==> config.mk <==
export PLATFORM = sky130hd
export DESIGN_NAME = cpu_run_ctrl
export DESIGN_NICKNAME = d
export VERILOG_FILES = /design/src/rtl/cpu_run_ctrl.sv
export SDC_FILE = /design/constraint.sdc
export NUM_CORES = 1
export LEC_CHECK = 0
export CORE_MARGIN = 2
export CORE_UTILIZATION = 41
export DETAILED_ROUTE_END_ITERATION = 8
export PLACE_DENSITY = 0.77
export REMOVE_ABC_BUFFERS = 1
export SYNTH_ARGS = -nofsm -noshare
export SYNTH_HDL_FRONTEND = slang
export SYNTH_SLANG_ARGS = --single-unit
==> constraint.sdc <==
create_clock -name clk -period 3.7 [get_ports clk]
set_input_delay 0.925 -clock clk [delete_from_list [all_inputs] [get_ports clk]]
set_output_delay 0.925 -clock clk [all_outputs]
set_load 0.05 [all_outputs]
==> src/rtl/cpu_run_ctrl.sv <==
// Run controller: gates the core clock-enable with a divider, run/halt/step
// control, an optional PC breakpoint (CPU_RUN_CTRL_BP_EN) and a retired-instruction counter.
module cpu_run_ctrl #(
   parameter int DIV_W   = 5,
   parameter int PC_W    = 32,
   parameter int CNT_W   = 32,
   parameter bit AUTORUN = 1'b1
) (
   input  logic             clk,
   input  logic             rst,
   input  logic [DIV_W-1:0] clkDivide,
   input  logic             run_req,
   input  logic             halt_req,
   input  logic             step_req,
   input  logic             cnt_clr,
   input  logic             bp_en,
   input  logic [PC_W-1:0]  bp_addr,
   input  logic [PC_W-1:0]  pc,
   output logic             cpu_en,
   output logic             halted,
   output logic             bp_hit,
   output logic [1:0]       state,
   output logic [CNT_W-1:0] cycle_cnt
);

   typedef enum logic [1:0] {
      ST_HALT  = 2'd0,
      ST_RUN   = 2'd1,
      ST_STEP  = 2'd2,
      ST_BREAK = 2'd3
   } state_t;

   localparam state_t RESET_STATE = state_t'(AUTORUN ? 2'd1 : 2'd0);

   state_t           state_q, state_d;
   logic [DIV_W-1:0] div_cnt_q, div_cnt_d;
   logic [CNT_W-1:0] cycle_cnt_q, cycle_cnt_d;
   logic             tick;
   logic             bp_match;
   logic             en_int;

   // A lowered clkDivide below the running count fires at once instead of wrapping.
   assign tick      = (div_cnt_q >= clkDivide);
   assign div_cnt_d = tick ? '0 : div_cnt_q + 1'b1;

`ifdef CPU_RUN_CTRL_BP_EN
   logic bp_skip_q, bp_skip_d;

   assign bp_match = bp_en && (pc == bp_addr) && !bp_skip_q;

   // Skip lets the breakpointed instruction retire once after a resume.
   always_comb begin
      bp_skip_d = bp_skip_q;
      if (state_d == ST_HALT)
         bp_skip_d = 1'b0;
      else if (state_q == ST_BREAK && (state_d == ST_RUN || state_d == ST_STEP))
         bp_skip_d = 1'b1;
      else if (en_int)
         bp_skip_d = 1'b0;
   end

   always_ff @(posedge clk) begin
      if (rst)
         bp_skip_q <= 1'b0;
      else
         bp_skip_q <= bp_skip_d;
   end

   assign bp_hit = !rst && (state_q == ST_BREAK);
`else
   logic unused_bp;

   assign unused_bp = ^{bp_en, bp_addr};
   assign bp_match  = 1'b0;
   assign bp_hit    = 1'b0;
`endif

   assign en_int = tick && (((state_q == ST_RUN) && !bp_match) || (state_q == ST_STEP));

   always_comb begin
      state_d = state_q;
      unique case (state_q)
         ST_HALT: begin
            if (halt_req)      state_d = ST_HALT;
            else if (step_req) state_d = ST_STEP;
            else if (run_req)  state_d = ST_RUN;
         end
         ST_RUN: begin
            if (halt_req)              state_d = ST_HALT;
            else if (tick && bp_match) state_d = ST_BREAK;
         end
         ST_STEP: begin
            if (halt_req || tick) state_d = ST_HALT;
         end
         ST_BREAK: begin
            if (halt_req)      state_d = ST_HALT;
            else if (step_req) state_d = ST_STEP;
            else if (run_req)  state_d = ST_RUN;
         end
         default: state_d = RESET_STATE;
      endcase
   end

   // Clear wins over a coincident increment; the count sticks at all-ones.
   always_comb begin
      cycle_cnt_d = cycle_cnt_q;
      if (cnt_clr)
         cycle_cnt_d = '0;
      else if (en_int && !(&cycle_cnt_q))
         cycle_cnt_d = cycle_cnt_q + 1'b1;
   end

   always_ff @(posedge clk) begin
      if (rst) begin
         state_q     <= RESET_STATE;
         div_cnt_q   <= '0;
         cycle_cnt_q <= '0;
      end else begin
         state_q     <= state_d;
         div_cnt_q   <= div_cnt_d;
         cycle_cnt_q <= cycle_cnt_d;
      end
   end

   assign cpu_en    = en_int && !rst;
   assign halted    = rst ? (AUTORUN == 1'b0)
                          : ((state_q == ST_HALT) || (state_q == ST_BREAK));
   assign state     = state_q;
   assign cycle_cnt = cycle_cnt_q;

endmodule

==> impl.org <==
** Clock tree
- The number of clock buffers added by TritonCTS is 5.
- Setup repair bufs after CTS :: 0
- At the later pin of the worst-skew pair, clock insertion delay measures 0.29 ns.
- The number of gates resized after CTS was 0.
- Maximum clock path buffer count :: 2
- TritonCTS clock tree :: yes
- The tree is rooted in a sky130_fd_sc_hd__clkbuf_8.
- Sinks on the clock net :: 39
- CTS Hold Buffers Added :: 0
- CTS built an H-tree with a depth of 2.
- Clock-pin slew was measured on the worst setup and hold paths at 0.08 ns.

** Power and ir drop
- Net switching is 22.4% of the power.
- Dividing total power by cell area gives a power density of 320 mW/mm^2.
- Registers are responsible for 45.7% of the overall power.
- Internal portion of total power :: 730 uW
- Leakage dissipation :: 0.000967 uW
- The clock network accounts for 44.6% of the total power.
- The worst-case IR drop observed on VDD is 0.200 mV.
- Combinational logic is responsible for 9.6% of the overall power.
- Psw :: 210 uW

** Place
- Routability-driven placement finished with a final weighted congestion of 0.787.
- Placement-stage worst setup slack :: 0.299 ns
- HPWL after detailed placement :: 3780 um
- Placed Instance Area :: 0.00281 sq mm
- Buffers placed on the I/O ports in this run total 46.

** Min path
- In this run the worst hold path is classified as reg2reg.
- Worst Hold Depth :: 1
- The worst hold path begins at div_cnt_q[0]$_SDFF_PP0_.
- End point of the worst hold path :: div_cnt_q[0]$_SDFF_PP0_

** STA
- Final hold vios :: 0
- RSZ-0062 raised after global routing :: false
- Headroom to the max-slew limit came out at 53.8%.
- At the pin with the least slew margin, the transition time is 0.687 ns.
- The clock arrives with 0.00421 ns of skew.
- The clock period could shrink to 3.40 ns.
- Setup violations remaining at the end of the flow were counted as 0.
- Final period util :: 92.0%
- Achievable Freq :: 294 MHz
- After layout, the worst setup slack is 0.297 ns.
- Number of pins exceeding their max-slew limit in the final report :: 0

** Logic synthesis
- Flip-flop and latch count after synthesis :: 39
- Yosys Warn Count :: 0
- In this run the cell area of the synthesized design comes to 0.00235 sq mm.
- In the synthesized netlist the dominant register cell turns out to be sky130_fd_sc_hd__dfxtp_1.
- After technology mapping, the gate count stands at 279.
- A synthesized cell averages 8.44 sq um.
- Yosys mapped a number of flops with a built-in enable equal to 0.
- For this run, asynchronously set or reset flops after synthesis account for 0%.
- Sequential fraction of the synthesis area :: 33.2%
- Number of distinct standard cells referenced by the synthesized netlist :: 47

** Job
- The tool flagged a number of max-cap violations equal to 0.

** Global routing
- Maximum number of pins on one net before global-route repair :: 55
- The first global-routing pass estimated 9030 um of wire.
- Summed over all layers, the global routing overflow is 0.
- Via count of the first global-routing pass :: 1,993
- GRT Overall Usage :: 17.3%
- The initial antenna violation count came to 0.

** Worst setup path
- Maximum fanout count along the critical path :: 3
- At the worst endpoint, the required time is 2.77 ns.
- Data arrives at the worst endpoint at 2.48 ns.
- The worst register-to-register path has a depth of 5.
- The worst setup path is of the in2out kind.
- The setup check on the worst reg-to-reg path leaves a slack of 1.36 ns.
- STA classifies the critical path startpoint as a primary input.
- Capturing point of the worst reg2reg path :: cycle_cnt[12]$_SDFFE_PP0P_
- Worst reg2reg path startpoint :: cycle_cnt[2]$_SDFFE_PP0P_
- The most critical setup path has its startpoint at clkDivide[4].
- Crit path capture type :: output port

** Floorplan
- Width of the die :: 79.8 um
- The die covers 0.00637 sq mm.
- In this run the core area contains 27 standard-cell rows.
- In this run the count of I/O pins placed on the die edge is 113.
- The die is 79.8 um tall.
- Core Box Area :: 0.00554 sq mm
- Initial core utilization :: 42.5%

** Finish
- Fill cells :: 544
- Fraction of final layout cells sized beyond drive strength 1 :: 8.18%
- Area growth from synthesis to layout :: 24.8%
- NumNets Final :: 402
- Post-route cell area :: 0.00294 sq mm
- Diode insertion count for antenna repair :: 0

** Route
- For this block, the initial DRC count from the detailed router was 112.
- Residual antenna-violating net count after detailed routing :: 0
- After detailed routing, the average wire length per cell comes to 14.0 um.
- Remaining DRCs :: 0
- Via density :: 5.93
- Via count :: 2,313
- The routed design has 5450 um of wire.
- Before antenna repair, the detailed router went through 4 iterations.

** Run status
- Outcome :: finished, final reports clean
## state kept, by name, summed over array words and instances, names as in the netlist
name and count:
cycle_cnt 32, state 2, div_cnt_q 5
## worst max-delay path by stage
stage	to
after floorplan	cpu_en
after global placement	cpu_en
after detailed placement	cpu_en
after CTS	cpu_en
after global routing	cpu_en
final	cpu_en
## through the flow
| stage | TNS, ns | cells | hold WS (ns) | total power, uW | utilization, % |
|---|---|---|---|---|---|
| detailed placement | 0 | 382 | 0.484 | 530 | 50.7 |
| CTS | 0 | 390 | 0.495 | 950 | 53.0 |
| floorplan | -0.354 | 261 | 0.449 | 495 | - |
| finish | 0 | 390 | 0.489 | 940 | 53.0 |
| global placement | 0 | 382 | 0.473 | 528 | 50.7 |
| global route | 0 | 390 | 0.526 | 980 | 53.0 |
## power groups by stage
stage / sequential [uW] / combinational [uW] / clock [uW]
finish: 430 / 90.7 / 420
global route: 431 / 100 / 449
CTS: 430 / 90.9 / 429
detailed placement: 440 / 90.6 / 0
global placement: 440 / 88.4 / 0
floorplan: 444 / 51.5 / 0
## layout make-up
class / instances / area, sq um / area share, %
clock buffer: 6 / 72.6 / 2.47
tap: 72 / 90.1 / 3.07
clock inverter: 2 / 60.1 / 2.04
multi-input combinational: 207 / 1400 / 47.7
inverter: 15 / 56.3 / 1.92
sequential: 39 / 781 / 26.6
timing repair buffer: 49 / 478 / 16.3
## layer usage
metal / vias to the layer above / part of all wire, % / global-route usage (%)
li1: 1140 / - / -
met1: 1106 / 46 / 22.4
met2: 62 / 48 / 28.5
met3: 5 / 5.5 / 4.30
met4: 0 / 0.62 / 4.92
met5: - / 0 / 0
## Yosys cell counts, drive strengths merged, types with 2 or more instances
library cell  instances  area [sq um]
inv                  15          56.3
nand3                12          60.1
buf                   6          53.8
ha                    9           113
nor2b                 2          12.5
nor3                  5          25.0
or3                  10          62.6
nand2                21          78.8
nor2                  9          33.8
o21ai                 3          18.8
or4                  21           158
nor4                 10          83.8
a21oi                25           129
o31ai                24           180
a21o                  4          30.0
xor2                  2          17.5
and4                  5          48.8
clkbuf               11          61.3
mux2i                 8          80.1
and2                  5          32.5
and3                  5          38.8
dfxtp                39           781
nand4                17           113
## critical path, stage by stage
cell                              delay, ns
sky130_fd_sc_hd__clkdlybuf4s50_1       0.45
sky130_fd_sc_hd__inv_1                 0.04
sky130_fd_sc_hd__ha_1                  0.31
sky130_fd_sc_hd__nor2b_1               0.15
sky130_fd_sc_hd__and2_2                0.21
sky130_fd_sc_hd__a21oi_4               0.15
sky130_fd_sc_hd__nor2_1                0.06
sky130_fd_sc_hd__buf_4                 0.19
## cell usage in the layout, fill, tap and decap left out, types with 2 or more instances in the layout
cell type / count
sky130_fd_sc_hd__or3_1: 10
sky130_fd_sc_hd__o21ai_1: 2
sky130_fd_sc_hd__nor2b_1: 2
sky130_fd_sc_hd__o31ai_1: 24
sky130_fd_sc_hd__nand4_1: 16
sky130_fd_sc_hd__a21o_1: 4
sky130_fd_sc_hd__xor2_1: 2
sky130_fd_sc_hd__or4_1: 21
sky130_fd_sc_hd__nor2_1: 9
sky130_fd_sc_hd__and3_2: 2
sky130_fd_sc_hd__clkbuf_8: 5
sky130_fd_sc_hd__dfxtp_1: 39
sky130_fd_sc_hd__mux2i_1: 8
sky130_fd_sc_hd__and3_1: 2
sky130_fd_sc_hd__and4_1: 2
sky130_fd_sc_hd__buf_4: 5
sky130_fd_sc_hd__a21oi_1: 24
sky130_fd_sc_hd__nor3_1: 5
sky130_fd_sc_hd__clkdlybuf4s50_1: 44
sky130_fd_sc_hd__and2_1: 4
sky130_fd_sc_hd__nor4_1: 8
sky130_fd_sc_hd__inv_1: 15
sky130_fd_sc_hd__nand3_1: 12
sky130_fd_sc_hd__and4_2: 2
sky130_fd_sc_hd__ha_1: 9
sky130_fd_sc_hd__bufinv_16: 2
sky130_fd_sc_hd__nand2_1: 21
## cell families (layout without fill, tap and decap cells)
family / count (synthesis) / in the layout / synth area share (%)
compound gates: 61 / 61 / 17.1
mux: 8 / 8 / 3.40
flops: 39 / 39 / 33.2
other cells: 1 / 1 / 0.159
xor+xnor: 3 / 3 / 1.12
simple gates: 125 / 125 / 32.7
fa+ha+maj: 9 / 9 / 4.78
buf+inv: 33 / 72 / 7.65
No activity file was read; power rests on OpenSTA's default activity.
